### config.mk
export PLATFORM = sky130hd
export DESIGN_NAME = bram_dump_reader
export DESIGN_NICKNAME = d
export VERILOG_FILES = /design/src/rtl/bram_dump_reader_pkg.sv /design/src/rtl/bram_dump_reader.sv
export SDC_FILE = /design/constraint.sdc
export NUM_CORES = 1
export LEC_CHECK = 0
export ABC_AREA = 1
export CORE_ASPECT_RATIO = 0.5
export CORE_MARGIN = 3
export CORE_UTILIZATION = 40
export CTS_CLUSTER_SIZE = 40
export DETAILED_ROUTE_END_ITERATION = 8
export PLACE_DENSITY = 0.77
export SLEW_MARGIN = 0
export SYNTH_ARGS = -nofsm -noshare
export SYNTH_HDL_FRONTEND = slang
export SYNTH_SLANG_ARGS = --single-unit
### constraint.sdc
create_clock -name clk -period 1.55 [get_ports clk]
set_clock_uncertainty 0.1 [all_clocks]
set_input_delay 0.31 -clock clk [delete_from_list [all_inputs] [get_ports clk]]
set_output_delay 0.31 -clock clk [all_outputs]
set_load 0.02 [all_outputs]
### src/rtl/bram_dump_reader_pkg.sv
// Shared types and constants for the bram32 debug-port dump engine.
package bram_dump_reader_pkg;

  typedef enum logic [1:0] {
    DUMP_IDLE = 2'd0,
    DUMP_READ = 2'd1,
    DUMP_HOLD = 2'd2
  } dump_state_t;

  localparam int DUMP_ADDR_STEP = 4;

endpackage

### src/rtl/bram_dump_reader.sv
// Walks a contiguous word range through the bram32 debug read port and
// streams each word with its byte address over a valid/ready interface.
module bram_dump_reader
  import bram_dump_reader_pkg::*;
#(
  parameter int ADDR_WIDTH = 10,
  parameter int DATA_WIDTH = 32,
  parameter int RD_LAT     = 0
) (
  input  logic                  clk,
  input  logic                  rst,
  input  logic                  start,
  input  logic [ADDR_WIDTH-1:0] base_addr,
  input  logic [ADDR_WIDTH-1:0] word_count,
  input  logic                  abort,
  output logic [ADDR_WIDTH-1:0] debug_addr,
  input  logic [DATA_WIDTH-1:0] debug_data,
  output logic                  m_valid,
  input  logic                  m_ready,
  output logic [DATA_WIDTH-1:0] m_data,
  output logic [ADDR_WIDTH-1:0] m_addr,
  output logic                  m_last,
  output logic                  busy,
  output logic                  done
);

  localparam logic [ADDR_WIDTH-1:0] ADDR_STEP = ADDR_WIDTH'(DUMP_ADDR_STEP);
  localparam logic [ADDR_WIDTH-1:0] ADDR_MASK = ~ADDR_WIDTH'(3);
  localparam logic [0:0]            LAT_LAST  = 1'(RD_LAT);

  dump_state_t           state;
  dump_state_t           next_state;
  logic [ADDR_WIDTH-1:0] remaining;
  logic [0:0]            lat_cnt;
  logic                  read_done;

  // The read phase ends once the debug port has had RD_LAT extra clocks.
  assign read_done = (lat_cnt == LAT_LAST);

  always_ff @(posedge clk) begin
    if (rst) begin
      state <= DUMP_IDLE;
    end else begin
      state <= next_state;
    end
  end

  // abort wins over a simultaneous handshake, so the beat is dropped
  always_comb begin
    next_state = state;
    m_valid    = 1'b0;
    busy       = 1'b0;
    case (state)
      DUMP_IDLE: begin
        if (start && (word_count != '0)) begin
          next_state = DUMP_READ;
        end
      end
      DUMP_READ: begin
        busy = 1'b1;
        if (abort) begin
          next_state = DUMP_IDLE;
        end else if (read_done) begin
          next_state = DUMP_HOLD;
        end
      end
      DUMP_HOLD: begin
        busy    = 1'b1;
        m_valid = 1'b1;
        if (abort) begin
          next_state = DUMP_IDLE;
        end else if (m_ready) begin
          next_state = m_last ? DUMP_IDLE : DUMP_READ;
        end
      end
      default: begin
        next_state = DUMP_IDLE;
      end
    endcase
  end

  // debug_addr doubles as the walking address and holds its value when idle.
  always_ff @(posedge clk) begin
    if (rst) begin
      debug_addr <= '0;
      remaining  <= '0;
      lat_cnt    <= '0;
      m_data     <= '0;
      m_addr     <= '0;
      m_last     <= 1'b0;
      done       <= 1'b0;
    end else begin
      done <= 1'b0;
      case (state)
        DUMP_IDLE: begin
          if (start) begin
            debug_addr <= base_addr & ADDR_MASK;
            remaining  <= word_count;
            lat_cnt    <= '0;
            done       <= (word_count == '0);
          end
        end
        DUMP_READ: begin
          if (abort) begin
            lat_cnt <= '0;
            m_last  <= 1'b0;
          end else if (read_done) begin
            m_data  <= debug_data;
            m_addr  <= debug_addr;
            m_last  <= (remaining == ADDR_WIDTH'(1));
            lat_cnt <= '0;
          end else begin
            lat_cnt <= lat_cnt + 1'b1;
          end
        end
        DUMP_HOLD: begin
          if (abort) begin
            m_last <= 1'b0;
          end else if (m_ready) begin
            if (m_last) begin
              m_last <= 1'b0;
              done   <= 1'b1;
            end else begin
              debug_addr <= debug_addr + ADDR_STEP;
              remaining  <= remaining - 1'b1;
            end
          end
        end
        default: begin
        end
      endcase
    end
  end

endmodule

# ---- Word level (Yosys, flattened, before mapping)
# Index checks and enable logic that the tools add are counted.
dict set report op_classes {
  shifts 0
  muxes 33
  reduce_logical 13
  div 0
  order_cmp 0
  n_mul 0
  add_sub_neg 3
  bitwise 2
  eq_ne 10
}
# op count
set ops {}
lappend ops {{$mux 10} 8}
lappend ops {{$pmux 10 s2} 2}
lappend ops {{$mux 1} 14}
lappend ops {{$add 10x3->10 const B} 1}
lappend ops {{$eq 10x1->1 const B} 1}
lappend ops {{$logic_not 10->1} 1}
lappend ops {{$mux 2} 5}
lappend ops {{$ne 2x2->1 const B} 5}
lappend ops {{$reduce_bool 10->1} 1}
lappend ops {{$sub 10x1->10 const B} 1}
lappend ops {{$reduce_and 3->1} 3}
lappend ops {{$ne 3x3->1 const B} 2}
lappend ops {{$pmux 1 s2} 3}
lappend ops {{$pmux 2 s3} 1}
lappend ops {{$reduce_bool 2->1} 3}
lappend ops {{$reduce_and 5->1} 1}
lappend ops {{$eq 2x1->1 const B} 1}
lappend ops {{$eq 2x2->1 const B} 1}
lappend ops {{$logic_not 2->1} 1}
lappend ops {{$not 1->1} 2}
lappend ops {{$reduce_and 2->1} 1}
lappend ops {{$reduce_or 2->1} 1}
lappend ops {{$add 1x1->1 const B} 1}
lappend ops {{$logic_and 1x1->1} 1}
dict set report totals {
  output_inout_bits 56
  mem_bits_rw 0
  ff_bits 67
  in_bits 57
  romBits 0
  elab_cells 69
  latch_bits 0
  n_memories 0
}

# ---- Logic depth before layout (Yosys ltp)
dict set report depth {
  ltp_word 5
  mapped_depth 11
  mapped_depth_nobuf 10
}

# ---- Worst setup path after synthesis
# Ideal clock, no wire load.
dict set report synth_path {
  path_type {reg2reg}
  startpoint {register state[0]}
  endpoint {register remaining[4]}
  setup_ns 0.117
  setup_slack_ns -0.208
  path_buffers 2
  path_stages_with_launch 11
  arrival_ns 1.541
  required_ns 1.333
  period_less_slack_ns 1.758
  path_cell_list {dfxtp_1 > inv_1 > ha_1 > buf_6 > nand2_2 > nand3_1 > nor2_2 > buf_6 > o21ai_0 > nand2_1 > a21oi_2}
}
dict set report synth_between {
  elab_chain_cells 3
  elab_cells_between_ends 9
  classes_between {5 x eq/ne; 1 x mux; 3 x reduce/logical}
}
# item line
set synth_lines {}
lappend synth_lines {{start: declaration} bram_dump_reader.sv:31} ;# dump_state_t state;
lappend synth_lines {{start signal: assignment} bram_dump_reader.sv:44} ;# state <= next_state;
lappend synth_lines {{$eq 2x2->1 / $logic_not 2->1 (equally long branches)} bram_dump_reader.sv:94} ;# case (state)
lappend synth_lines {{$ne 2x2->1 (no source line) / $reduce_bool 2->1 (equally long branches)} -}
lappend synth_lines {{$reduce_and 5->1 (no source line)} -}
lappend synth_lines {{end signal: assignment} bram_dump_reader.sv:98} ;# remaining <= word_count;
lappend synth_lines {{end signal: assignment} bram_dump_reader.sv:125} ;# remaining <= remaining - 1'b1;
lappend synth_lines {{end: declaration} bram_dump_reader.sv:33} ;# logic [ADDR_WIDTH-1:0] remaining;
# Parallel ways exist; a longest one is shown, timed or not.
# A chain may end at the register's enable or synchronous reset.

# ---- Final worst setup path
dict set report layout_path {
  startpoint {register state[0]}
  endpoint {register debug_addr[8]}
}
dict set report layout_between {
  elab_chain_cells 3
  elab_cells_between_ends 9
  classes_between {5 x eq/ne; 1 x mux; 3 x reduce/logical}
}
# item line
set layout_lines {}
lappend layout_lines {{$eq 2x2->1 / $logic_not 2->1 (equally long branches)} bram_dump_reader.sv:94}
lappend layout_lines {{$ne 2x2->1 (no source line) / $reduce_bool 2->1 (equally long branches)} -}
lappend layout_lines {{$reduce_and 5->1 (no source line)} -}
lappend layout_lines {{end signal: assignment} bram_dump_reader.sv:97} ;# debug_addr <= base_addr & ADDR_MASK;
lappend layout_lines {{end signal: assignment} bram_dump_reader.sv:124} ;# debug_addr <= debug_addr + ADDR_STEP;
lappend layout_lines {{end: declaration} bram_dump_reader.sv:16} ;# output logic [ADDR_WIDTH-1:0] debug_addr,
# Parallel ways exist; a longest one is shown, timed or not.

==> results <==
## critical path: cells and delay by family, from the launching register on
kind | cells | cell delay, ps
buffers and inverters | 3 | 290
adder cells (fa/ha/maj) | 1 | 230
AO/OA/AOI/OAI | 1 | 130
AND/OR/NAND/NOR | 6 | 470
flip-flops | 1 | 320
## logic make-up after synthesis
group	synth area share, %
buffers and inverters	8.43
and+or+nand+nor	28.2
DFF	42.4
adders and majority gates	3.00
other	0.128
AOI/OAI and AO/OA	17.8
## power by group through the flow
stage	Combinational, uW	Sequential [uW]	Clock [uW]
3_3_place_gp	2600	2130	0
2_1_floorplan	1250	2410	0
6_report	2960	2120	2200
4_1_cts	2590	2100	2220
3_5_place_dp	2630	2140	0
5_1_grt	3210	2150	2310
## Yosys cell counts (all sizes together), types with 2 or more instances
master	n	area, um2
nand4	5	31.3
nand3	16	80.1
o21ai	62	318
a21oi	26	141
dfxtp	62	1240
inv	22	82.6
nor2	112	430
or2	3	18.8
o21a	2	15.0
ha	7	87.6
buf	17	130
clkbuf	9	33.8
nand2	66	253
## how the worst max path moves through the flow
stage / start / to / slack [ps] / cells after the start
after floorplan: state[0]$_SDFFE_PP0P_ / remaining[3]$_SDFFE_PP0P_ / 8 / 10
after global placement: start / remaining[7]$_SDFFE_PP0P_ / -260 / 9
after detailed placement: start / remaining[7]$_SDFFE_PP0P_ / -290 / 9
after CTS: state[1]$_SDFFE_PP0P_ / busy / -30 / 3
after global routing: state[1]$_SDFFE_PP0P_ / debug_addr[8]$_SDFFE_PP0P_ / -170 / 11
final: state[0]$_SDFFE_PP0P_ / debug_addr[8]$_SDFFE_PP0P_ / -60 / 11
## state kept, by name, indices dropped and copies added (netlist names)
signal / flops
m_data: 32
m_last: 1
done: 1
m_addr: 8
remaining: 10
debug_addr: 8
state: 2
## metrics by stage
stage               hold WS, ps  setup WS (ps)  area (um2)  std cells  total power [uW]
floorplan                   337           7.95        2960        419              3660
global placement            356           -257        4300        629              4720
detailed placement          375           -292        4300        629              4770
CTS                         383          -30.6        4610        646              6920
global route                410           -168        4920        656              7670
finish                      387          -64.5        4920        656              7270
## layout make-up
| type | count | area [um2] |
|---|---|---|
| Clock buffer | 12 | 256 |
| Clock inverter | 3 | 67.6 |
| Fill cell | 549 | 1970 |
| Inverter | 22 | 92.6 |
| Multi-Input combinational cell | 309 | 1610 |
| Sequential cell | 62 | 1240 |
| Tap cell | 92 | 115 |
| Timing Repair Buffer | 156 | 1530 |
## routing by layer
metal / wire [um] / global-route usage (%) / part of all wire, %
met3: 788 / 9.53 / 8.1
met4: 114 / 7.09 / 1.2
met5: 0 / 0 / 0
met2: 4830 / 36.9 / 49
met1: 4030 / 22.7 / 41
## what timing repair did
item,in CTS,in global routing
buffers inserted,1,4
setup endpoints to repair,69,55
hold endpoints to repair,0,0
hold buffers,0,0
cloned,1,6
pin swaps,5,8
resized for setup,74,68
==> flow_summary.ini <==
[sta]
final.period_utilization_pct = 104
fin_ws_ps = -64.5
finalSetupTns_ps = -502
slew_viol_final = 0
setup_viol = 22
clock.fmax_mhz = 619
fin_crit_ps = 1610
rsz0062_at_grt = true
hold_viol_final = 0

[place]
dp_hpwl_mm = 5.85
gp_congestion = 0.895
portBuffers = 106

[logic_synthesis]
syn-instance-count = 416
yosysUniqueCellTypes = 29
synth_area_um2 = 2920
synth_edf_count = 0
synth_flop_cell = dfxtp_1
async_flop_share_pct = 0
ys_seq_area_share_pct = 42.4
yosys_warnings = 0
ys_ff_latch = 62
syn_avg_cell_area_um2 = 7.03

[critical_path]
critPathKind = reg -> reg
r2r-end = debug_addr[8]$_SDFFE_PP0P_
slowest_delay_ps = 320
cp.required_ps = 1710
cp.arrival_ps = 1770
end_kind = flip-flop
reg2regPathDepth = 11
r2r_start = state[0]$_SDFFE_PP0P_
crit_slowest_cell = dfxtp_2
r2r_setup_slack_ps = -60
path_max_fanout = 4
worstPathCellList = inv_2 > ha_2 > inv_2 > nand2_4 > nand2_1 > nor2_2 > nand2_2 > buf_4 > nor2_2 > nand2_1 > a21oi_2
worstSetupStartpointType = flip-flop

[pwr]
leakage_uw = 0.00233
seqPwrFrac_pct = 29.1
combinationalPowerShare_pct = 40.7
vdd_drop_max_mv = 1.01
p_switching_uw = 2580
internal-power_uw = 4690
power_density_nw_per_um2 = 1480
p_clk_share_pct = 30.2
swShare_pct = 35.5

[clocking]
tritoncts = built
clkSinkCount = 62
cts_root_buf = clkbuf_16
clk_pin_slew_worst_paths_ps = 50
clock_latency_ps = 330
htree_levels = 3
cts_made_buffers = 9
clock_path_buffers = 2

[final_layout]
area_growth_pct = 68.2
antenna_cells = 0
final_common_cell = nor2_1
num-nets-final = 624
drive_gt1_share_pct = 21.8
layout_common_cells = 89 x nor2_1, 60 x dfxtp_1, 59 x nand2_1
final_core_util_pct = 71.4

[run]
drv_cap = 0

[drt]
via_per_inst = 4.99
postRouteAntennaNets = 0
vias = 3275
drt_wl_total_mm = 9.76
drt_iter0_drc = 201
drt_pass1_iterations = 4
wire_per_inst_um = 14.9
drc = 0

[die]
die_w_um = 127
rows = 21
io_pins = 113
fp.dieArea_um2 = 8430
design.core.area_um2 = 6880
start_util_pct = 42.5
die_y_um = 66.5

[worst_hold_path]
hold_start = remaining[4]$_SDFFE_PP0P_
min_to = remaining[4]$_SDFFE_PP0P_
hold_path.class = reg -> reg
whs_path_depth = 2

[global_route]
grt_max_degree = 54
grt_pass1_vias = 3037
antenna_found_initial = 0
grt_pass1_wl_mm = 14.0
grt_overflow_total = 0
globalRouteTotalUtil_pct = 21.0

[run_status]
failed_checks = negative setup slack
status = complete, but fails checks
No activity file was read; power rests on OpenSTA's default activity.
